<file path="src/rtl/pe_cluster_iact_dist.sv">
// Registered iact distribution network: ROWS router channels fan out to a ROWS x COLS PE array.
// Optional perf counters (perf_words, perf_stall) exist when PE_CLUSTER_IACT_PERF_CNT_EN is defined.

module pe_cluster_iact_stream #(
    parameter int ROWS = 3,
    parameter int COLS = 3,
    parameter int W    = 8,
    parameter int CW   = 2
) (
    input  logic                   clk,
    input  logic                   rst_n,
    input  logic [1:0]             mode,
    input  logic [CW-1:0]          col,
    input  logic [ROWS-1:0]        accept,
    input  logic [ROWS*W-1:0]      rt_bits,
    input  logic [ROWS*COLS-1:0]   pe_ready,
    output logic [ROWS*COLS-1:0]   pe_valid,
    output logic [ROWS*COLS*W-1:0] pe_bits,
    output logic [ROWS-1:0]        full,
    output logic [ROWS-1:0]        complete
);
    localparam int P = ROWS * COLS;

    logic [ROWS-1:0][W-1:0] payload;
    logic [ROWS-1:0][P-1:0] taken;
    logic [ROWS-1:0][P-1:0] dmask;
    logic [P-1:0]           hs;

    // Each PE is owned by at most one router in every mode, so OR-merging is a mux.
    always_comb begin
        dmask = '0;
        for (int k = 0; k < ROWS; k++) begin
            for (int i = 0; i < ROWS; i++) begin
                for (int j = 0; j < COLS; j++) begin
                    case (mode)
                        2'd1:    dmask[k][i*COLS+j] = (((i + j) % ROWS) == k);
                        2'd2:    dmask[k][i*COLS+j] = (i == k) && (j == int'(col));
                        default: dmask[k][i*COLS+j] = (i == k);
                    endcase
                end
            end
        end
    end

    always_comb begin
        pe_valid = '0;
        pe_bits  = '0;
        for (int p = 0; p < P; p++) begin
            for (int k = 0; k < ROWS; k++) begin
                if (dmask[k][p]) begin
                    pe_valid[p]        = pe_valid[p] | (full[k] & ~taken[k][p]);
                    pe_bits[p*W +: W]  = pe_bits[p*W +: W] | payload[k];
                end
            end
        end
    end

    assign hs = pe_valid & pe_ready;

    always_comb begin
        complete = '0;
        for (int k = 0; k < ROWS; k++) begin
            complete[k] = full[k] & (&(~dmask[k] | taken[k] | hs));
        end
    end

    // Loading is only possible when empty or completing, so taken is always clear for a new word.
    always_ff @(posedge clk or negedge rst_n) begin
        if (!rst_n) begin
            full    <= '0;
            taken   <= '0;
            payload <= '0;
        end else begin
            for (int k = 0; k < ROWS; k++) begin
                if (complete[k]) begin
                    full[k]  <= 1'b0;
                    taken[k] <= '0;
                end else begin
                    taken[k] <= taken[k] | (hs & dmask[k]);
                end
                if (accept[k]) begin
                    full[k]    <= 1'b1;
                    payload[k] <= rt_bits[k*W +: W];
                end
            end
        end
    end
endmodule

module pe_cluster_iact_dist #(
    parameter int ROWS   = 3,
    parameter int COLS   = 3,
    parameter int ADDR_W = 8,
    parameter int DATA_W = 13
) (
    input  logic                              clk,
    input  logic                              rst_n,
    input  logic [1:0]                        cfg_mode,
    input  logic [(COLS>1?$clog2(COLS):1)-1:0] cfg_col,
    input  logic                              cfg_load,
    output logic                              cfg_busy,
    input  logic [ROWS-1:0]                   rt_addr_valid,
    output logic [ROWS-1:0]                   rt_addr_ready,
    input  logic [ROWS*ADDR_W-1:0]            rt_addr_bits,
    input  logic [ROWS-1:0]                   rt_data_valid,
    output logic [ROWS-1:0]                   rt_data_ready,
    input  logic [ROWS*DATA_W-1:0]            rt_data_bits,
    output logic [ROWS*COLS-1:0]              pe_addr_valid,
    input  logic [ROWS*COLS-1:0]              pe_addr_ready,
    output logic [ROWS*COLS*ADDR_W-1:0]       pe_addr_bits,
    output logic [ROWS*COLS-1:0]              pe_data_valid,
    input  logic [ROWS*COLS-1:0]              pe_data_ready,
    output logic [ROWS*COLS*DATA_W-1:0]       pe_data_bits
`ifdef PE_CLUSTER_IACT_PERF_CNT_EN
    ,
    output logic [ROWS*32-1:0]                perf_words,
    output logic [31:0]                       perf_stall
`endif
);
    localparam int CW = (COLS > 1) ? $clog2(COLS) : 1;

    logic [1:0]      act_mode;
    logic [CW-1:0]   act_col;
    logic            pending;
    logic [ROWS-1:0] full_a, full_d, done_a, done_d;
    logic            all_empty;

    assign all_empty     = ~|{full_a, full_d};
    assign cfg_busy      = pending | ~all_empty;
    assign rt_addr_ready = {ROWS{~pending}} & (~full_a | done_a);
    assign rt_data_ready = {ROWS{~pending}} & (~full_d | done_d);

    // Commit takes priority, so a cfg_load arriving while pending is absorbed.
    always_ff @(posedge clk or negedge rst_n) begin
        if (!rst_n) begin
            pending  <= 1'b0;
            act_mode <= 2'd0;
            act_col  <= '0;
        end else if (pending && all_empty) begin
            pending  <= 1'b0;
            act_mode <= (cfg_mode == 2'd3) ? 2'd0 : cfg_mode;
            act_col  <= cfg_col;
        end else if (cfg_load) begin
            pending <= 1'b1;
        end
    end

    pe_cluster_iact_stream #(.ROWS(ROWS), .COLS(COLS), .W(ADDR_W), .CW(CW)) u_addr (
        .clk(clk), .rst_n(rst_n), .mode(act_mode), .col(act_col),
        .accept(rt_addr_valid & rt_addr_ready), .rt_bits(rt_addr_bits),
        .pe_ready(pe_addr_ready), .pe_valid(pe_addr_valid), .pe_bits(pe_addr_bits),
        .full(full_a), .complete(done_a)
    );

    pe_cluster_iact_stream #(.ROWS(ROWS), .COLS(COLS), .W(DATA_W), .CW(CW)) u_data (
        .clk(clk), .rst_n(rst_n), .mode(act_mode), .col(act_col),
        .accept(rt_data_valid & rt_data_ready), .rt_bits(rt_data_bits),
        .pe_ready(pe_data_ready), .pe_valid(pe_data_valid), .pe_bits(pe_data_bits),
        .full(full_d), .complete(done_d)
    );

`ifdef PE_CLUSTER_IACT_PERF_CNT_EN
    always_ff @(posedge clk or negedge rst_n) begin
        if (!rst_n) begin
            perf_words <= '0;
            perf_stall <= '0;
        end else if (cfg_load) begin
            perf_words <= '0;
            perf_stall <= '0;
        end else begin
            for (int k = 0; k < ROWS; k++) begin
                if (done_d[k]) perf_words[k*32 +: 32] <= perf_words[k*32 +: 32] + 32'd1;
            end
            if (|(pe_data_valid & ~pe_data_ready)) perf_stall <= perf_stall + 32'd1;
        end
    end
`endif
endmodule

</file>
<file path="config.mk">
export PLATFORM = sky130hd
export DESIGN_NAME = pe_cluster_iact_dist
export DESIGN_NICKNAME = d
export VERILOG_FILES = /design/src/rtl/pe_cluster_iact_dist.sv
export SDC_FILE = /design/constraint.sdc
export NUM_CORES = 1
export LEC_CHECK = 0
export ABC_AREA = 1
export CAP_MARGIN = 5
export CORE_MARGIN = 5
export CORE_UTILIZATION = 38
export DETAILED_ROUTE_END_ITERATION = 12
export HOLD_SLACK_MARGIN = 0.05
export PLACE_DENSITY = 0.76
export SYNTH_ARGS = -nofsm -noshare
export SYNTH_HDL_FRONTEND = slang
export SYNTH_HIERARCHICAL = 1
export SYNTH_SLANG_ARGS = --single-unit
</file>
<file path="constraint.sdc">
create_clock -name clk -period 2.4 [get_ports clk]
set_input_delay 0.24 -clock clk [delete_from_list [all_inputs] [get_ports clk]]
set_output_delay 0.24 -clock clk [all_outputs]
set_load 0.01 [all_outputs]
</file>
# Word-level counts from Yosys, hierarchy flattened
# Cells that the tools add are included.
# W data, S select, Z words.
# word_totals
regBits	128
inputBits	94
wordCells	255
# classes
n_eq_ne	5
n_mux	83
n_bitwise	129
n_reduce_logical	17
# op_table
op	count
$mux W13	14
$or A9 B9 Y9	18
$mux W8	14
$or A13 B13 Y13	6
$and A9 B9 Y9	6
$mux W9	6
$reduce_and A9 Y1	6
$or A8 B8 Y8	6
$mux W1	46
$and A1 B1 Y1	36
$not A1 Y1	31
$and A9 B8 Y9	2
$not A9 Y9	2
$reduce_bool A2 Y1	7
$or A1 B1 Y1	13
$and A3 B3 Y3	4
$not A8 Y9	1
$not A3 Y3	2
$or A3 B3 Y3	2
$reduce_or A6 Y1	1
$eq A2 B2 Y1 const A	2
$eq A2 B2 Y1 const B	2
$pmux W1 S2	2
$eq A2 B1 Y1 const B	1
other kinds (4)	4

# Longest topological paths before layout
# Gate-level depths: netlist of run 1.
# depth
depth_word	13
depth_mapped	18
mapped_depth_nobuf	16

# By module
# The synthesis of run 1 kept the hierarchy.
# by_module_without_submodules
module	instances	cells_each	area_each_um2	seq_area_each_um2
pe_cluster_iact_stream (u_data)	1	489	3687.3	1426.4
pe_cluster_iact_stream (u_addr)	1	376	2650.0	1051.0
pe_cluster_iact_dist	1	51	365.4	125.1

# Least setup slack after synthesis of run 1
# No wires, ideal clock.
# synth_path
kind	register to register
start	register act_mode[0]
end	register u_data.full[2]
setup_time_ns	0.075
arrival_time_ns	2.416
t_required_ns	2.325
path_slack_ns	-0.091
stages_incl_launch_ff	14
path_buffers	3
synth_period_minus_slack_ns	2.491
cell_sequence	dfrtp_1 nor2_2 o21a_1 buf_4 inv_2 o211ai_2 nand2_2 nor3_1 inv_1 a21oi_1 and2_1 clkbuf_1 clkbuf_1 o21bai_2
# synth_between
elab_chain_len	13
# synth_rtl
item	line	text
from (decl)	122	logic [1:0] act_mode;
from (signal assigned)	141	act_mode <= (cfg_mode == 2'd3) ? 2'd0 : cfg_mode;
$eq A2 B2 Y1 or $eq A2 B1 Y1 (tied branches)	35	case (mode)
$pmux W1 S2 or $mux W1 (tied branches)	35	
$mux W1	50	if (dmask[k][p]) begin
$or A1 B1 Y1	51	pe_valid[p] = pe_valid[p] | (full[k] & ~taken[k][p]);
$mux W1	50	
$and A9 B9 Y9	58	assign hs = pe_valid & pe_ready;
$or A9 B9 Y9 *	63	complete[k] = full[k] & (&(~dmask[k] | taken[k] | hs));
$reduce_and A9 Y1 *	63	
$and A1 B1 Y1 *	63	
named net done_d[2]	125	logic [ROWS-1:0] full_a, full_d, done_a, done_d;
$or A3 B3 Y3 *	131	assign rt_data_ready = {ROWS{~pending}} & (~full_d | done_d);
$and A3 B3 Y3 *	131	
named net rt_data_ready[2]	106	output logic [ROWS-1:0] rt_data_ready,
$and A3 B3 Y3 *	157	.accept(rt_data_valid & rt_data_ready), .rt_bits(rt_data_bits),
$mux W1 or $reduce_bool A2 Y1 (tied branches)	n/a	
to (signal assigned)	70	full <= '0;
to (signal, indexed assignment)	76	full[k] <= 1'b0;
to (signal, indexed assignment)	82	full[k] <= 1'b1;
to (decl)	19	output logic [ROWS-1:0] full,
# Mark *: on every way through the listed nets, which the timed path passes. The rest lies on a longest branch.
# A chain may end at the register's enable or synchronous reset.

# Final worst setup path of run 1
# layout_path
start	register act_mode[1]
end	output rt_addr_ready[2]
# layout_between
elab_chain_len	11
# layout_rtl
item	line	text
$eq A2 B2 Y1 or $eq A2 B1 Y1 (tied branches)	35	
$pmux W1 S2 or $mux W1 (tied branches)	35	
$mux W1	50	
$or A1 B1 Y1	51	
$mux W1	50	
$and A9 B9 Y9	58	
$or A9 B9 Y9 *	63	
$reduce_and A9 Y1 *	63	
$and A1 B1 Y1 *	63	
named net done_a[2]	125	
$or A3 B3 Y3 *	130	assign rt_addr_ready = {ROWS{~pending}} & (~full_a | done_a);
$and A3 B3 Y3 *	130	
to (decl)	103	output logic [ROWS-1:0] rt_addr_ready,
# Marked as above.

==> qor.yml, run 1 <==
slew_viol_final: 0
post-place-ws_ns: -0.106
clock_path_buffers: 2
fmax_mhz: 381
multi_input_area_mm2: 0.00377
rsz0062_at_grt: "yes"
start_kind: "register"
clockPowerShare_pct: 8.2
r2r-start: "act_mode[1]$_DFFE_PN0P_"
crit_arrival_ns: 2.38
setup_viol: 71
viasPerCell: 5.29
async_reset_ff_share_pct: 100
htree_levels: 3
synth_common_cells: "185 x nand2_1, 125 x inv_1, 106 x o21ai_0, 104 x dfrtp_1, 99 x nor2_1"
area_delta_synth_final_pct: 74.8
cts_buffers: 9
seq_area_mm2: 0.00261
layout.nets: 1385
initial_core_util_pct: 38.8
fin_util_pct: 67.8
cp-end-kind: "output pin"
yosysMostFrequentCell: "nand2_1"
critical-path-slowest-cell: "dfrtp_1"
dieHeight_um: 143
synthMuxAreaShare_pct: 0
grt.total_usage_pct: 25.8
hold_viol: 0
layout-drive-gt1-share_pct: 23.7
grt_pass1_vias: 7661
wire_per_inst_um: 19.2
path_max_fanout: 8
status: "finished, violations left"
synth-compound-area-share_pct: 23.9
die_area_mm2: 0.0204
ff2ff_path_depth: 17
synthSimpleGateAreaFrac_pct: 25.5
period_needed_ns: 2.62
p_int_w: 0.0106
power_density_mw_per_mm2: 1730
hpwlAfterDp_mm: 20.5
root_buffer: "clkbuf_16"
clock_latency_ns: 0.35
synth_fp_nets: 1010
cp.required_ns: 2.16
numPortBuffers: 307
fin_crit_sh_pct: 109
path_buf_inv: 5
ios: 308
grt_max_degree: 54
regToRegSetupSlack_ns: -0.06
yosys.cell_types.count: 32
dr.pass1.iters: 5
coreArea_mm2: 0.0173
crit_path_cell_trace: "inv_2 > nand2_8 > buf_4 > nor2_2 > nand2_1 > nand2_2 > nand2_2 > nand2_1 > nand2_1 > nor2_2 > nand3_2 > inv_2 > inv_2 > a21oi_4 > buf_2"
peakVddDrop_mv: 0.907
synth_top_family_by_area: "simple AND/OR/NAND/NOR gates"
syn_avg_cell_area_um2: 7.32
grt_pass1_wl_mm: 41.5
cpPeakStageDelay_ns: 0.44
die_width_um: 143
num_rows: 48
worst_pin_slew_ns: 0.758
p_sw_w: 0.00962
synth_top_flop_cell: "dfrtp_1"
clock_skew_ns: 0.0108
path_class: "reg -> out"
vias: 8042
clkSinkCount: 104
maxSlewHeadroom_pct: 49.5
final.setup.tns_ns: -5.61
setup_ws_ns: -0.224
synth_seq_cells: 104
clk_pin_slew_worst_paths_ns: 0.07
cpLargestDelayFamily: "simple AND/OR/NAND/NOR gates"
synth_top_area_share_pct: 38.8
cts_tree: "yes"
r2r-end: "u_addr/payload[16]$_DFFE_PN0P_"
n_antenna_cell: 0
drcViolationCount: 0
switching_share_pct: 47.5
syn_area_mm2: 0.00670
synth_top_cell_by_area: "dfrtp_1"
ys_seq_area_share_pct: 38.8
combPwrFrac_pct: 76.2
synth-xor-area-share_pct: 0
synth_fa_ha_area_share_pct: 0
cap_violations: 0
drt_wl_total_mm: 29.3
yosysWarnings: 6
place_congestion: 0.914
power.leakage_nw: 6.01
synthTopCellsByArea: "dfrtp_1 39%, nand2_1 10%, o21ai_0 7.9%, o22ai_1 7.8%, inv_1 7.0%"
fill_cells: 1468
drtAntennaViolNets: 0
synth_edf_count: 0
p_total_w: 0.0203
grt-ovfl-total: 0
netlist_instances: 916
drt_iter0_drc: 617
violations: "negative setup slack"
hold_class: "in -> async"
seqPwrFrac_pct: 15.6
antenna_found_initial: 0
## worst max path at each step
stage | start | to | slack [ns] | cells past startpoint
6_report | act_mode[1]$_DFFE_PN0P_ | rt_addr_ready[2] | -0.22 | 15
5_1_grt | act_mode[1]$_DFFE_PN0P_ | rt_addr_ready[2] | -0.34 | 15
3_5_place_dp | act_mode[0]$_DFFE_PN0P_ | rt_addr_ready[2] | -0.11 | 13
3_3_place_gp | act_mode[0]$_DFFE_PN0P_ | rt_addr_ready[2] | -0.06 | 13
2_1_floorplan | act_mode[0]$_DFFE_PN0P_ | u_data/payload[20]$_DFFE_PN0P_ | 0.004 | 13
4_1_cts | act_mode[0]$_DFFE_PN0P_ | rt_data_ready[0] | -0.11 | 11
## cells in the final DEF (no fill, tap or decap), drive strengths merged
cell type / n
nor2: 116
bufinv: 2
nand3: 22
clkdlybuf4s15: 2
nand4: 1
clkinvlp: 1
dlygate4sd3: 1
inv: 135
a21oi: 23
clkbuf: 21
o21ai: 106
o211ai: 11
dlygate4sd2: 99
dlymetal6s2s: 39
a21boi: 5
buf: 109
nand2: 212
and2: 6
clkinv: 2
o22ai: 84
clkdlybuf4s50: 156
dfrtp: 104
o21bai: 27
nor3: 10
o21a: 2
## layer usage
layer,part of all wire [%],global-route usage (%)
met2,50,45.1
met3,8.9,7.33
met5,0,0
met1,38,30.5
met4,3.1,8.60
## logic make-up (layout without fill, tap and decap cells)
logic type	Yosys count	after routing
simple gates	366	367
compound gates	258	258
flops	104	104
buf+inv	188	567
## per-stage QoR
stage / hold WS, ns / std cells / instance area [um2]
floorplan: -0.0556 / 916 / 6720
global placement: 0.271 / 1474 / 10500
detailed placement: 0.275 / 1474 / 10500
CTS: 0.437 / 1496 / 10900
global route: 0.454 / 1521 / 11700
finish: 0.431 / 1521 / 11700
## power groups by stage
| stage | Combinational, W | Clock, W | Sequential [W] |
|---|---|---|---|
| floorplan | 0.00714 | 0 | 0.00300 |
| global placement | 0.0146 | 0 | 0.00308 |
| detailed placement | 0.0148 | 0 | 0.00311 |
| CTS | 0.0142 | 0.00169 | 0.00310 |
| global route | 0.0166 | 0.00177 | 0.00324 |
| finish | 0.0154 | 0.00166 | 0.00315 |
## cell type report
class / instances / area share, %
Clock buffer: 12 / 2.19
Clock inverter: 4 / 0.651
Inverter: 136 / 4.39
Multi-Input combinational cell: 625 / 32.2
Sequential cell: 104 / 22.3
Tap cell: 225 / 2.40
Timing Repair Buffer: 415 / 35.9
## flip-flops by register name (all words and copies together) (netlist names)
| register | cells |
|---|---|
| u_data/payload | 39 |
| u_addr/payload | 24 |
| u_addr/taken | 15 |
| u_data/taken | 15 |
| u_addr/full | 3 |
| u_data/full | 3 |
| act_col | 2 |
| act_mode | 2 |
| pending | 1 |
## what timing repair did
action                                  4_1_cts  5_1_grt
endpoints found under the setup margin      192      190
hold buffers                                  1        0
pin swaps                                     3       42
gates resized for setup                     158      182
gates cloned                                  0       10
setup buffers                                 5       16
hold endpoints to repair                     37        0
Power figures use the tool's default switching activity.
==> inputs of run 2 (changes only) <==
--- a/config.mk
+++ b/config.mk
@@ -9,6 +9,7 @@
 export CAP_MARGIN = 5
 export CORE_MARGIN = 5
 export CORE_UTILIZATION = 38
+export CTS_CLUSTER_DIAMETER = 30
 export DETAILED_ROUTE_END_ITERATION = 12
 export HOLD_SLACK_MARGIN = 0.05
 export PLACE_DENSITY = 0.76
==> results of run 2 <==
No change in the layout: final DEF, timing and power equal those of run 1.
